--- src/rtl/oc0a_perst_seq.sv ---
// ----------------------------------------------------------------------------
// oc0a_perst_seq
//
// PERST# sequencer for the downstream NVMe SSD port (oc0a). Holds the SSD in
// PERST# until the host slot is out of reset and the oc0a reference clock is
// locked. It then enforces the minimum PERST# low time, releases the
// root-port core reset a fixed lead time ahead of PERST#, and supervises
// link training with a timeout and a bounded number of retries.
//
// Optional feature (compile-time macro):
//   OC0A_PERST_LINKDOWN_RETRY_EN
//     defined   : a link_up loss while UP counts as a failed attempt and
//                 re-sequences (or goes to FAIL once retries are used up).
//     undefined : UP ignores link_up loss; recovery is left to software
//                 via sw_reset_req.
//
// Ports:
//   clk           in   free-running system clock
//   rst           in   asynchronous active-high reset
//   host_perstn   in   host slot PERST# (async, 2-FF synchronized here)
//   refclk_locked in   oc0a GT PLL lock (async, 2-FF synchronized here)
//   link_up       in   root-port DL_Up, synchronous to clk
//   sw_reset_req  in   one-cycle pulse, restart the sequence from HOLD
//   oc0a_perstn   out  PERST# to the SSD (registered)
//   rp_rst        out  active-high reset to the root-port core (registered)
//   link_fail     out  retries exhausted (registered, high while in FAIL)
//   state         out  FSM state: HOLD=0 PERST_MIN=1 RP_LEAD=2 TRAIN=3
//                      UP=4 FAIL=5
//   retry_cnt     out  failed training attempts in the current sequence
// ----------------------------------------------------------------------------
module oc0a_perst_seq #(
    parameter int T_PERST_MIN_CYC     = 25_000_000,
    parameter int T_TRAIN_TIMEOUT_CYC = 50_000_000,
    parameter int T_RP_LEAD_CYC       = 256,
    parameter int MAX_RETRIES         = 3,
    localparam int RETRY_W            = $clog2(MAX_RETRIES + 1)
) (
    input  logic               clk,
    input  logic               rst,
    input  logic               host_perstn,
    input  logic               refclk_locked,
    input  logic               link_up,
    input  logic               sw_reset_req,
    output logic               oc0a_perstn,
    output logic               rp_rst,
    output logic               link_fail,
    output logic [2:0]         state,
    output logic [RETRY_W-1:0] retry_cnt
);

    // One shared phase counter, sized for the longest interval it must reach.
    localparam int CNT_MAX_A = (T_PERST_MIN_CYC > T_RP_LEAD_CYC) ? T_PERST_MIN_CYC : T_RP_LEAD_CYC;
    localparam int CNT_MAX   = (T_TRAIN_TIMEOUT_CYC > CNT_MAX_A) ? T_TRAIN_TIMEOUT_CYC : CNT_MAX_A;
    localparam int CNT_W     = $clog2(CNT_MAX + 1);

    localparam logic [CNT_W-1:0]   PERST_LAST = CNT_W'(T_PERST_MIN_CYC - 1);
    localparam logic [CNT_W-1:0]   LEAD_LAST  = CNT_W'(T_RP_LEAD_CYC - 1);
    localparam logic [CNT_W-1:0]   TRAIN_LAST = CNT_W'(T_TRAIN_TIMEOUT_CYC - 1);
    localparam logic [CNT_W-1:0]   CNT_SAT    = '1;
    localparam logic [RETRY_W-1:0] MAX_R      = RETRY_W'(MAX_RETRIES);

    typedef enum logic [2:0] {
        S_HOLD      = 3'd0,
        S_PERST_MIN = 3'd1,
        S_RP_LEAD   = 3'd2,
        S_TRAIN     = 3'd3,
        S_UP        = 3'd4,
        S_FAIL      = 3'd5
    } state_t;

    state_t            st;
    logic [CNT_W-1:0]  cnt;
    logic [CNT_W-1:0]  cnt_inc;
    logic              host_s1, host_s2, host_d;
    logic              lock_s1, lock_s2;
    logic              ok;
    logic              host_fall;

    // Input synchronizers; host_d is one extra stage used only to find the
    // falling edge of the synchronized host PERST#.
    always_ff @(posedge clk or posedge rst) begin
        if (rst) begin
            host_s1 <= 1'b0;
            host_s2 <= 1'b0;
            host_d  <= 1'b0;
            lock_s1 <= 1'b0;
            lock_s2 <= 1'b0;
        end else begin
            host_s1 <= host_perstn;
            host_s2 <= host_s1;
            host_d  <= host_s2;
            lock_s1 <= refclk_locked;
            lock_s2 <= lock_s1;
        end
    end

    assign ok        = host_s2 & lock_s2;
    assign host_fall = host_d & ~host_s2;

    // Counter never wraps; it sticks at all-ones if a phase outlives it.
    assign cnt_inc = (cnt == CNT_SAT) ? cnt : cnt + CNT_W'(1);

    assign state = st;

    always_ff @(posedge clk or posedge rst) begin
        if (rst) begin
            st          <= S_HOLD;
            cnt         <= '0;
            retry_cnt   <= '0;
            oc0a_perstn <= 1'b0;
            rp_rst      <= 1'b1;
            link_fail   <= 1'b0;
        end else begin
            // Outputs follow the state held during this cycle, so each
            // output moves one cycle after the state does. That keeps
            // rp_rst falling exactly RP_LEAD cycles ahead of PERST# rising.
            oc0a_perstn <= (st == S_TRAIN) || (st == S_UP);
            rp_rst      <= !((st == S_RP_LEAD) || (st == S_TRAIN) || (st == S_UP));
            link_fail   <= (st == S_FAIL);

            if (sw_reset_req || host_fall) begin
                // Restart requests win over every state-local transition.
                // A host falling edge also implies !ok, so HOLD is right.
                st        <= S_HOLD;
                cnt       <= '0;
                retry_cnt <= '0;
            end else begin
                case (st)
                    S_HOLD: begin
                        cnt <= '0;
                        if (ok) st <= S_PERST_MIN;
                    end

                    S_PERST_MIN: begin
                        if (!ok) begin
                            st  <= S_HOLD;
                            cnt <= '0;
                        end else if (cnt == PERST_LAST) begin
                            st  <= S_RP_LEAD;
                            cnt <= '0;
                        end else begin
                            cnt <= cnt_inc;
                        end
                    end

                    S_RP_LEAD: begin
                        if (!ok) begin
                            st  <= S_HOLD;
                            cnt <= '0;
                        end else if (cnt == LEAD_LAST) begin
                            st  <= S_TRAIN;
                            cnt <= '0;
                        end else begin
                            cnt <= cnt_inc;
                        end
                    end

                    S_TRAIN: begin
                        if (!ok) begin
                            st  <= S_HOLD;
                            cnt <= '0;
                        end else if (link_up) begin
                            // link_up beats a timeout landing in the same cycle
                            st  <= S_UP;
                            cnt <= '0;
                        end else if (cnt == TRAIN_LAST) begin
                            cnt <= '0;
                            if (retry_cnt < MAX_R) begin
                                retry_cnt <= retry_cnt + RETRY_W'(1);
                                st        <= S_HOLD;
                            end else begin
                                st <= S_FAIL;
                            end
                        end else begin
                            cnt <= cnt_inc;
                        end
                    end

                    S_UP: begin
                        cnt <= '0;
                        if (!ok) begin
                            st <= S_HOLD;
`ifdef OC0A_PERST_LINKDOWN_RETRY_EN
                        end else if (!link_up) begin
                            if (retry_cnt < MAX_R) begin
                                retry_cnt <= retry_cnt + RETRY_W'(1);
                                st        <= S_HOLD;
                            end else begin
                                st <= S_FAIL;
                            end
`endif
                        end
                    end

                    S_FAIL: begin
                        // Left only through the restart branch above.
                        cnt <= '0;
                    end

                    default: begin
                        st  <= S_HOLD;
                        cnt <= '0;
                    end
                endcase
            end
        end
    end

endmodule

--- config.mk ---
export PLATFORM = sky130hd
export DESIGN_NAME = oc0a_perst_seq
export DESIGN_NICKNAME = d
export VERILOG_FILES = /design/src/rtl/oc0a_perst_seq.sv
export SDC_FILE = /design/constraint.sdc
export NUM_CORES = 1
export LEC_CHECK = 0
export CORE_MARGIN = 2
export CORE_UTILIZATION = 45
export DETAILED_ROUTE_END_ITERATION = 8
export SLEW_MARGIN = 25
export SYNTH_ARGS = -nofsm -noshare
export SYNTH_HDL_FRONTEND = slang
export SYNTH_SLANG_ARGS = --single-unit
--- constraint.sdc ---
create_clock -name clk -period 4.74 [get_ports clk]
set_input_delay 0.948 -clock clk [delete_from_list [all_inputs] [get_ports clk]]
set_output_delay 0.948 -clock clk [all_outputs]
set_load 0.005 [all_outputs]
Word level (Yosys, flattened, before mapping):

Index checks and enable logic that the tools add are counted.

* eq/ne operators: 16
* mux-type cells: 28
* $lt $le $gt $ge: 1
* bitwise operators: 3
* $add $sub $neg: 2
* reduce and logical (&&, ||, !) cells: 12

Operator list (count)
* $mux W26: 9
* $pmux W26 S3: 1
* $eq A26 B26 Y1 const B: 2
* $mux W3: 11
* $add A26 B1 Y26 const B: 1
* $eq A26 B25 Y1 const B: 1
* $eq A26 B8 Y1 const B: 1
* $pmux W3 S6: 1
* $mux W2: 6
* $reduce_bool A2 Y1: 4
* $eq A3 B2 Y1 const B: 2
* $eq A3 B3 Y1 const B: 2
* $reduce_and A6 Y1: 1
* $ne A5 B3 Y1 const B: 1
* $reduce_and A5 Y1: 1
* $logic_or A1 B1 Y1: 4
* $ne A2 B1 Y1 const B: 2
* $ne A4 B2 Y1 const B: 1
* $ne A4 B4 Y1 const B: 1
* $eq A3 B1 Y1 const B: 1
* $logic_not A3 Y1: 1
* $ne A3 B2 Y1 const B: 1
* $ne A3 B3 Y1 const B: 1
* $add A2 B1 Y2 const B: 1
* other kinds (4): 5

* word-level logic and storage cells: 73
* output and inout port bits: 8
* register bits after elaboration: 39

Depth between registers and ports, before layout:

* word-level depth: 7
* gate-level depth with buffers: 8

Least setup slack after synthesis:

No wires, ideal clock.

* kind: register to register
* start point: register cnt[11]
* end point: register cnt[12]
* period minus slack after synthesis: 1.920 ns
* data arrival time: 1.802 ns
* stages on the path, launching flop included: 9
* required time: 4.621 ns
* setup slack: 2.820 ns
* cells stage by stage: dfrtp_1 clkbuf_1 nor4_1 nand2_1 nor4_1 o31ai_2 o221ai_4 buf_6 nor2_1

* cells in the longest elaborated chain, start to end: 7
* elaborated cells on any way between the ends: 15
* those cells by class: add/sub (1); eq/ne (4); mux (10)

RTL lines
* from (decl): line 72 `logic [CNT_W-1:0] cnt;`
* from (signal assigned): line 142 `cnt <= cnt_inc;`
* from (signal assigned): line 154 `cnt <= cnt_inc;`
* from (signal assigned): line 175 `cnt <= cnt_inc;`
* $add A26 B1 Y26 / $eq A26 B26 Y1 (equally long branches): line 101 `assign cnt_inc = (cnt == CNT_SAT) ? cnt : cnt + CNT_W'(1);`
* $mux W26: line 101
* $mux W26: line 166 `end else if (cnt == TRAIN_LAST) begin`
* $mux W26: line 162 `end else if (link_up) begin`
* $mux W26: line 159 `if (!ok) begin`
* $pmux W26 S3 (*): line 128 `case (st)`
* $mux W26 (*): line 121 `if (sw_reset_req || host_fall) begin`

Every way passes the cells marked *; elsewhere a longest branch is shown, timed or not.
A chain may end at the register's enable or synchronous reset.

Final worst setup path:

* start point: register cnt[19]
* end point: register cnt[15]

* cells in the longest elaborated chain, start to end: 7
* elaborated cells on any way between the ends: 14
* those cells by class: eq/ne (4); mux (10)

RTL lines (line)
* $eq A26 B26 Y1: 101
* $mux W26: 101
* $mux W26: 166
* $mux W26: 162
* $mux W26: 159
* $pmux W26 S3 (*): 128
* $mux W26 (*): 121

Marks and branches as above.

==> impl_metrics.tcl <==
set metrics [dict create \
    synth_cell_types 43 \
    wirelength_microns 4010 \
    maxCapViolCount 0 \
    crit_type "flip-flop to flip-flop" \
    ys_ff_latch 39 \
    slew_headroom_pct 51.8 \
    grt_pass1_vias 1506 \
    dr.first_iter.drc_count 126 \
    hold_violations 0 \
    ys_warn_count 0 \
    cp.arrival_ns 2.65 \
    power_density_nw_per_um2 252 \
    synth_nets 226 \
    final_cell_count_no_fill 286 \
    synth.cell_area_sq_um 2140 \
    timing.rr.start "cnt[19]" \
    skew_ns 0.00737 \
    crit_path_end_kind "flip-flop" \
    tns_ns 0 \
    crit_required_ns 4.89 \
    fp-row-count 25 \
    period_needed_ns 2.49 \
    avgSynthCellArea_sq_um 9.81 \
    ys_seq_area_share_pct 45.7 \
    cp_common_cell "nor3b_1" \
    drive_above_1_share_pct 8.62 \
    drtAntennaViolNets 0 \
    reg2reg_depth 6 \
    cts_tree "yes" \
    min_to "lock_s2" \
    critPathMaxFanout 12 \
    dieArea_sq_um 5320 \
    setup_viol 0 \
    cp-start-kind "flip-flop" \
    cts.path.max_buffers 2 \
    clk_pin_slew_ns 0.08 \
    port_buffers 13 \
    ios 14 \
    antenna_cells 0 \
    syn-instance-count 218 \
    status "complete, no violations" \
    fp.dieW_microns 72.9 \
    synth_area_leaders "dfrtp_1 44%, xnor2_1 6.6%, nor2_1 6.5%" \
    vias_per_cell 5.48 \
    grt_max_degree 40 \
    hold_depth 0 \
    r2r_slack_ns 2.25 \
    timing.hold.ws_ns 0.355 \
    max_clock_freq_ghz 0.401 \
    critical_path_buf_inv_count 0 \
    drt_first_pass_iters 4 \
    htreeDepth 2 \
    grt-ovfl-total 0 \
    via_count 1566 \
    min_path_type "flip-flop to flip-flop" \
    cp_cell_sequence "nand3_1 > nor3b_1 > and3_1 > nor3b_1 > xnor2_1 > nor2_1" \
    yosysTopAreaCellShare_pct 44.5 \
    nNetsFinal 239 \
    holdBufCountCts 0 \
    cts_buffers 5 \
    cts_root_buf "clkbuf_8" \
    fin_crit_sh_pct 52.6 \
    insertion_delay_ns 0.29 \
    grt_usage_pct 17.9 \
    die_h_microns 72.9 \
    hp-start "lock_s1" \
    worst_slew_pin_slew_ns 0.723 \
    coreArea_sq_um 4660 \
    cpPeakStageDelay_ns 0.68 \
    maxSlewViolCount 0 \
    area_delta_synth_final_pct 11.1 \
    final.fill_count 458 \
    power_mw 0.599 \
    slowest_stage "and3_1" \
    wl_per_cell_microns 14.0 \
    cts_setup_buffers 0 \
    hpwlAfterDp_microns 2800 \
    path_delay_family "simple AND/OR/NAND/NOR gates" \
    antenna_found_initial 0 \
    cts-resized-gates 0 \
    dp.cells 278 \
    ir_drop_v 0.000194 \
    rsz0062_at_grt "false" \
    initial_core_util_pct 45.9 \
    synth_largest_area_cell "dfrtp_1" \
    cts.sinks 39 \
    p_leak_nw 0.886 \
    worst_r2r_endpoint "cnt[15]" \
    route.detailed.drc 0 \
    routabilityCongestion 0.865 \
    grt_pass1_wl_microns 7250 \
]
area by class of cell:
| cell class | count | area [sq um] | area share (%) |
|---|---|---|---|
| multi-input combinational | 166 | 1080 | 45.5 |
| sequential | 39 | 977 | 41.1 |
| timing repair buffer | 14 | 138 | 5.79 |
| clock buffer | 5 | 68.8 | 2.90 |
| tap | 54 | 67.6 | 2.84 |
| clock inverter | 3 | 25.0 | 1.05 |
| inverter | 5 | 18.8 | 0.790 |
worst max-delay path by stage:
stage,from,end,depth (start not counted)
floorplan,cnt[11],cnt[12],8
global placement,link_up,cnt[25],4
detailed placement,link_up,cnt[25],4
CTS,cnt[2],cnt[14],6
global route,cnt[19],cnt[15],6
finish,cnt[19],cnt[15],6
Yosys cell counts:
| cell | count |
|---|---|
| dfrtp_1 | 38 |
| nor2_1 | 37 |
| nand2_1 | 19 |
| xnor2_1 | 16 |
| nand3_1 | 15 |
| nor3_1 | 9 |
| xor2_1 | 9 |
| nand4_1 | 8 |
| nor4_1 | 7 |
| inv_1 | 5 |
| and4_1 | 4 |
| buf_6 | 3 |
| mux2i_1 | 3 |
| nor3b_1 | 3 |
| a211oi_1 | 2 |
| a21o_1 | 2 |
| a21oi_1 | 2 |
| and2_1 | 2 |
| and3_1 | 2 |
| buf_4 | 2 |
| clkbuf_1 | 2 |
| ha_1 | 2 |
| nand2b_1 | 2 |
| nor2b_1 | 2 |
| nor4b_4 | 2 |
| o21ai_0 | 2 |
| or3_1 | 2 |
| a311oi_1 | 1 |
| and3b_1 | 1 |
| and4_4 | 1 |
| buf_2 | 1 |
| dfstp_2 | 1 |
| nand3_2 | 1 |
| nand3b_1 | 1 |
| nor3_2 | 1 |
| nor4_4 | 1 |
| nor4b_2 | 1 |
| o21a_1 | 1 |
| o221ai_4 | 1 |
| o31ai_1 | 1 |
| o31ai_2 | 1 |
| or3_4 | 1 |
| or4_1 | 1 |
through the flow:
| step | worst slack, ns | cell area [sq um] | utilization (%) |
|---|---|---|---|
| final | 2.25 | 2380 | 51.0 |
| after global routing | 2.03 | 2380 | 51.0 |
| after CTS | 2.28 | 2380 | 51.0 |
| after detailed placement | 2.03 | 2280 | 49.0 |
| after global placement | 2.10 | 2280 | 49.0 |
| after floorplan | 2.82 | 2140 | - |
state kept, by name (all words and copies together), names as in the netlist:
register     flops
rp_rst           1
state            3
host_s2          1
lock_s1          1
lock_s2          1
oc0a_perstn      1
link_fail        1
host_d           1
retry_cnt        2
host_s1          1
cnt             26
report_power, final:
group / internal (mW) / switching [mW] / total [mW]
clock network: 0.105 / 0.124 / 0.229
logic: 0.0126 / 0.0143 / 0.0269
registers: 0.336 / 0.00618 / 0.342
cell usage in the layout, fill, tap and decap left out, types with 2 or more instances in the layout:
master	synthesis	layout
a211oi_1	2	2
nor3b_1	3	3
inv_1	5	5
nor4b_4	2	2
o21ai_0	2	2
mux2i_1	3	3
nand4_1	8	8
nor2b_1	2	2
nor2_1	37	37
xor2_1	9	9
nor3_1	9	9
a21oi_1	2	2
nor4_1	7	7
clkinv_4	0	2
and2_1	2	2
nand3_1	15	15
dfrtp_1	38	38
a21o_1	2	2
and3_1	2	2
and4_1	4	4
xnor2_1	16	16
clkbuf_8	0	5
or3_1	2	2
nand2_1	19	19
clkdlybuf4s50_1	0	13
nand2b_1	2	2
ha_1	2	2
cell families (layout without fill, tap and decap cells):
family	count (synthesis)	in the layout	share of synthesized area, %
compound gates	13	13	5.27
xor+xnor	25	25	10.2
flops	39	39	45.7
fa+ha+maj	2	2	1.17
mux	3	3	1.40
buf+inv	13	27	3.74
simple gates	123	123	32.5
metal layers:
metal	part of all wire (%)	wire length [microns]	track usage, %	vias to the layer above
met2	45	1820	27.3	24
met1	50	2010	25.6	750
met5	0	0	0	-
met4	1.3	53	4.94	0
li1	-	-	-	787
met3	3.2	130	4.14	5
No activity file was read; power rests on OpenSTA's default activity.
==> patch 1 (same flow settings) <==
Add a define of `OC0A_PERST_LINKDOWN_RETRY_EN`.
--- a/src/rtl/oc0a_perst_seq.sv
+++ b/src/rtl/oc0a_perst_seq.sv
@@ -30,2 +30,4 @@
 // ----------------------------------------------------------------------------
+`define OC0A_PERST_LINKDOWN_RETRY_EN
+
 module oc0a_perst_seq #(
Formal check against the unedited RTL: no difference found for any inputs over 10 cycles, from zero or initial values and one cycle with rst high; that may be too few to reach the edited logic, so the function may still have changed.
==> patch 1 against the original RTL <==
Synthesized area is 2.7% higher. Routed wire length is 18% higher. Sequential cell count stayed put. Worst setup slack worse by 0.30 ns. Die area is 2.5% higher. Power is 8.8% higher. Cell area is 4.2% higher. Critical path type unchanged. Critical endpoint is now cnt[16]. Highest routed layer unchanged.
==> patch 1: results (changes against the original RTL) <==
| Metric | Value |
|---|---|
| Leakage | `0.000905 uW (+2.2%)` |
| Outcome | `complete, no violations` |
| Met1 GRT Util | `27.1% (+1.5 points)` |
| Worst Path Max Fanout | `14 (+2)` |
| Layout cell share with drive strength beyond 1 | `6.83% (-1.8 points)` |
| Area after DPL | `2360 um^2 (+3.5%)` |
| Via/cell ratio | `5.63 (+2.9%)` |
| DP HPWL | `3300 um (+18%)` |
| Post-synth top cells | `dfrtp_1, nor2_1, nand2_1, a21oi_1, o21ai_0` |
| Clock skew | `0.00441 ns (-0.00296 ns)` |
| Post-Route M1 WL | `2320 um (+16%)` |
| Synth Instances | `239 (+9.6%)` |
| WL met3 | `153 um (+18%)` |
| Hold WS | `0.358 ns (+0.00288 ns)` |
| Met3 Use GR | `4.53% (+0.38 points)` |
| DR WL/cell | `14.9 um (+6.3%)` |
| Routability-driven placement congestion ratio | `0.801 (-7.3%)` |
| Initial DRC count | `171 (+36%)` |
| Vias in the first global route | `1651 (+9.6%)` |
| Pre-CTS setup slack | `1.72 ns (-0.313 ns)` |
| Fin cells | `316 (+10%)` |
| Cell total after placement | `308 (+11%)` |
| Hold EP | `host_s2` |
| Design Area, Final | `2470 um^2 (+4.2%)` |
| Count of cell types in the netlist | `46 (+7.0%)` |
| GR Util All Layers | `19.1% (+1.2 points)` |
| Final #Nets | `256 (+7.1%)` |
| Top cells by area, synth | `dfrtp_1, nor2_1, xor2_1` |
| Max-slew headroom | `39.3% (-12 points)` |
| Hold_sp | `host_s1` |
| Grt met2 use | `29.4% (+2.1 points)` |
| First-pass GRT wire length | `7990 um (+10%)` |
| Worst R2R End | `cnt[16]` |
| Peak supply drop | `154 uV (-20%)` |
| Worst reg2reg setup slack | `1.95 ns (-0.30 ns)` |
==> patch 1: cell count changes after synthesis, sizes merged, moves of 5 or more <==
| cell | before | now |
|---|---|---|
| nor2 | 37 | 26 |
| o2111ai | 0 | 5 |
| and4 | 5 | 0 |
| o21ai | 2 | 14 |
| xnor2 | 16 | 4 |
| or3 | 3 | 8 |
| nand3 | 16 | 9 |
| a21oi | 2 | 14 |
==> patch 1: worst max-delay path by stage <==
| stage | startpoint | end | slack (ns) | cells past startpoint |
|---|---|---|---|---|
| after floorplan | link_up | cnt[18] | 2.55 | 5 |
| after global placement | link_up | cnt[16] | 1.65 | 5 |
| after detailed placement | link_up | cnt[16] | 1.72 | 6 |
| after CTS | cnt[15] | cnt[16] | 1.91 | 6 |
| after global routing | cnt[13] | cnt[17] | 1.71 | 5 |
| final | cnt[15] | cnt[16] | 1.95 | 6 |
==> patch 1: area by class of cell <==
class	instances	area share, %
Multi-Input combinational cell	181	45.5
Sequential cell	39	39.5
Timing Repair Buffer	15	6.17
Tap cell	67	3.39
Clock buffer	5	2.78
Clock inverter	3	1.77
Inverter	6	0.910
==> patch 1: worst max-delay path, stage by stage, from the launching register on <==
cell and delay (ns):
dfrtp_1 0.43, or4_1 0.59, nor4_1 0.35, a31oi_1 0.27
o311ai_4 0.64, buf_8 0.23, o21ba_2 0.17
==> patch 1: power by group <==
| group | switching (uW) | internal (uW) |
|---|---|---|
| clock | 121 | 157 |
| sequential | 5.21 | 336 |
| combinational | 19.1 | 13.3 |
==> patch 1: cells by family after synthesis <==
group	synth area share (%)
buffers and inverters	4.22
XOR/XNOR	5.98
flip-flops	44.5
adder cells (fa/ha/maj)	1.14
AND/OR/NAND/NOR	27.9
multiplexers	1.82
AO/OA/AOI/OAI	14.5
==> patch 2 (same settings) <==
Without the edit above. The output `rp_rst` loses its register stage (`rp_rst` becomes a continuous assignment). Comments in the files are not updated.
--- a/src/rtl/oc0a_perst_seq.sv
+++ b/src/rtl/oc0a_perst_seq.sv
@@ -110,3 +110,2 @@
             oc0a_perstn <= 1'b0;
-            rp_rst      <= 1'b1;
             link_fail   <= 1'b0;
@@ -117,3 +116,2 @@
             oc0a_perstn <= (st == S_TRAIN) || (st == S_UP);
-            rp_rst      <= !((st == S_RP_LEAD) || (st == S_TRAIN) || (st == S_UP));
             link_fail   <= (st == S_FAIL);
@@ -208,2 +206,4 @@
 
+    assign rp_rst = !((st == S_RP_LEAD) || (st == S_TRAIN) || (st == S_UP));
+
 endmodule
Behaviour: no difference found for any inputs over 10 cycles, from zero or initial values and one cycle with rst high; that may be too few to reach the edited logic, so the function may still have changed.
==> patch 2 against the original RTL <==
Count of clock-buffer cells in the layout unchanged. Largest power group unchanged. Sequential cell count down 1. Critical path type unchanged. Worst setup slack worse by 0.31 ns. Cell area up 7.8%. Synthesized area up 6.6%. Core utilization up 2.2 points. Power up 4.3%. Routed wire length up 33%. Synthesized cell count up 7.8%. Critical path depth down 1.
==> patch 2: results (changes against the original RTL) <==
| Metric | Value |
|---|---|
| Largest net degree at the start of global routing | `39 (-2.5%)` |
| First-pass GRT wire length | `9210 um (+27%)` |
| Initial DRC count | `153 (+21%)` |
| Switching Fraction | `21.6% (-2.5 points)` |
| Post-synthesis adder-cell area fraction | `1.10% (-0.072 points)` |
| Leakage | `0.000896 uW (+1.2%)` |
| R2R depth | `5 (-1)` |
| Met3 Use GR | `4.95% (+0.81 points)` |
| Grt met2 use | `32.6% (+5.3 points)` |
| Outcome | `complete, no violations` |
| WL met3 | `143 um (+10%)` |
| Worst reg2reg setup slack | `1.94 ns (-0.31 ns)` |
| Post-synth top cells | `dfrtp_1, a211oi_1, nand2_1, nand4_1` |
| DP HPWL | `3660 um (+30%)` |
| Layout cell share with drive strength beyond 1 | `6.94% (-1.7 points)` |
| Xor and xnor area share after synthesis | `5.38% (-4.9 points)` |
| WP data arrival | `2.92 ns (+0.27 ns)` |
| Top cells by area, synth | `dfrtp_1, a211oi_1, xnor2_1` |
| Worst Path Max Fanout | `26 (+14)` |
| Reg2reg start | `cnt[11]` |
| Post-synthesis mux area share | `2.64% (+1.2 points)` |
| Syn nets | `243 (+7.5%)` |
| Met1 GRT Util | `30.9% (+5.3 points)` |
| Count of cell types in the netlist | `46 (+7.0%)` |
| Worst R2R End | `cnt[13]` |
| Vias in the first global route | `1840 (+22%)` |
| Routability-driven placement congestion ratio | `0.801 (-7.3%)` |
[patch 2: changes by cell type in the layout (fill, tap and decap cells not counted), moves of 7 or more]
cell	before	now
a211oi_1	2	19
a221oi_1	0	8
nor2_1	37	9
xnor2_1	16	9
[patch 2: how the worst max path moves through the flow]
stage	startpoint	endpoint	slack, ns	cells past startpoint
3_3_place_gp	link_up	cnt[9]	1.77	4
5_1_grt	cnt[15]	cnt[13]	1.74	5
4_1_cts	cnt[15]	cnt[13]	1.93	5
6_report	cnt[11]	cnt[13]	1.94	5
2_1_floorplan	cnt[15]	cnt[0]	2.44	6
3_5_place_dp	link_up	cnt[4]	1.67	4
[patch 2: per-stage QoR]
step                      instances  setup slack (ns)  hold slack [ns]  total power, uW  cell area [um^2]
final                           312              1.94            0.353              625              2560
after global routing            312              1.74            0.365              653              2560
after CTS                       312              1.93            0.358              632              2560
after detailed placement        304              1.67            0.339              359              2450
after global placement          304              1.77            0.334              358              2440
after floorplan                 235              2.44            0.331              348              2280
[patch 2: worst max-delay path: stages, from the launching register on]
cell      delay, ns
dfrtp_1        0.46
nor4_1         0.45
nand4_1        0.13
or4_1          0.62
nand2_1        0.74
a221oi_1       0.21
[patch 2: final cells by class]
class	count	area, um^2	area share, %
Multi-Input combinational cell	178	1250	49.0
Inverter	7	26.3	1.03
Clock inverter	3	40.0	1.56
Sequential cell	38	951	37.1
Tap cell	67	83.8	3.27
Timing Repair Buffer	14	138	5.37
Clock buffer	5	68.8	2.69
[patch 2: logic make-up (layout without fill, tap and decap cells)]
group / Yosys count / count (layout)
simple gates: 90 / 90
compound gates: 66 / 66
flops: 38 / 38
buf+inv: 19 / 29
xor+xnor: 14 / 14
mux: 6 / 6
fa+ha+maj: 2 / 2
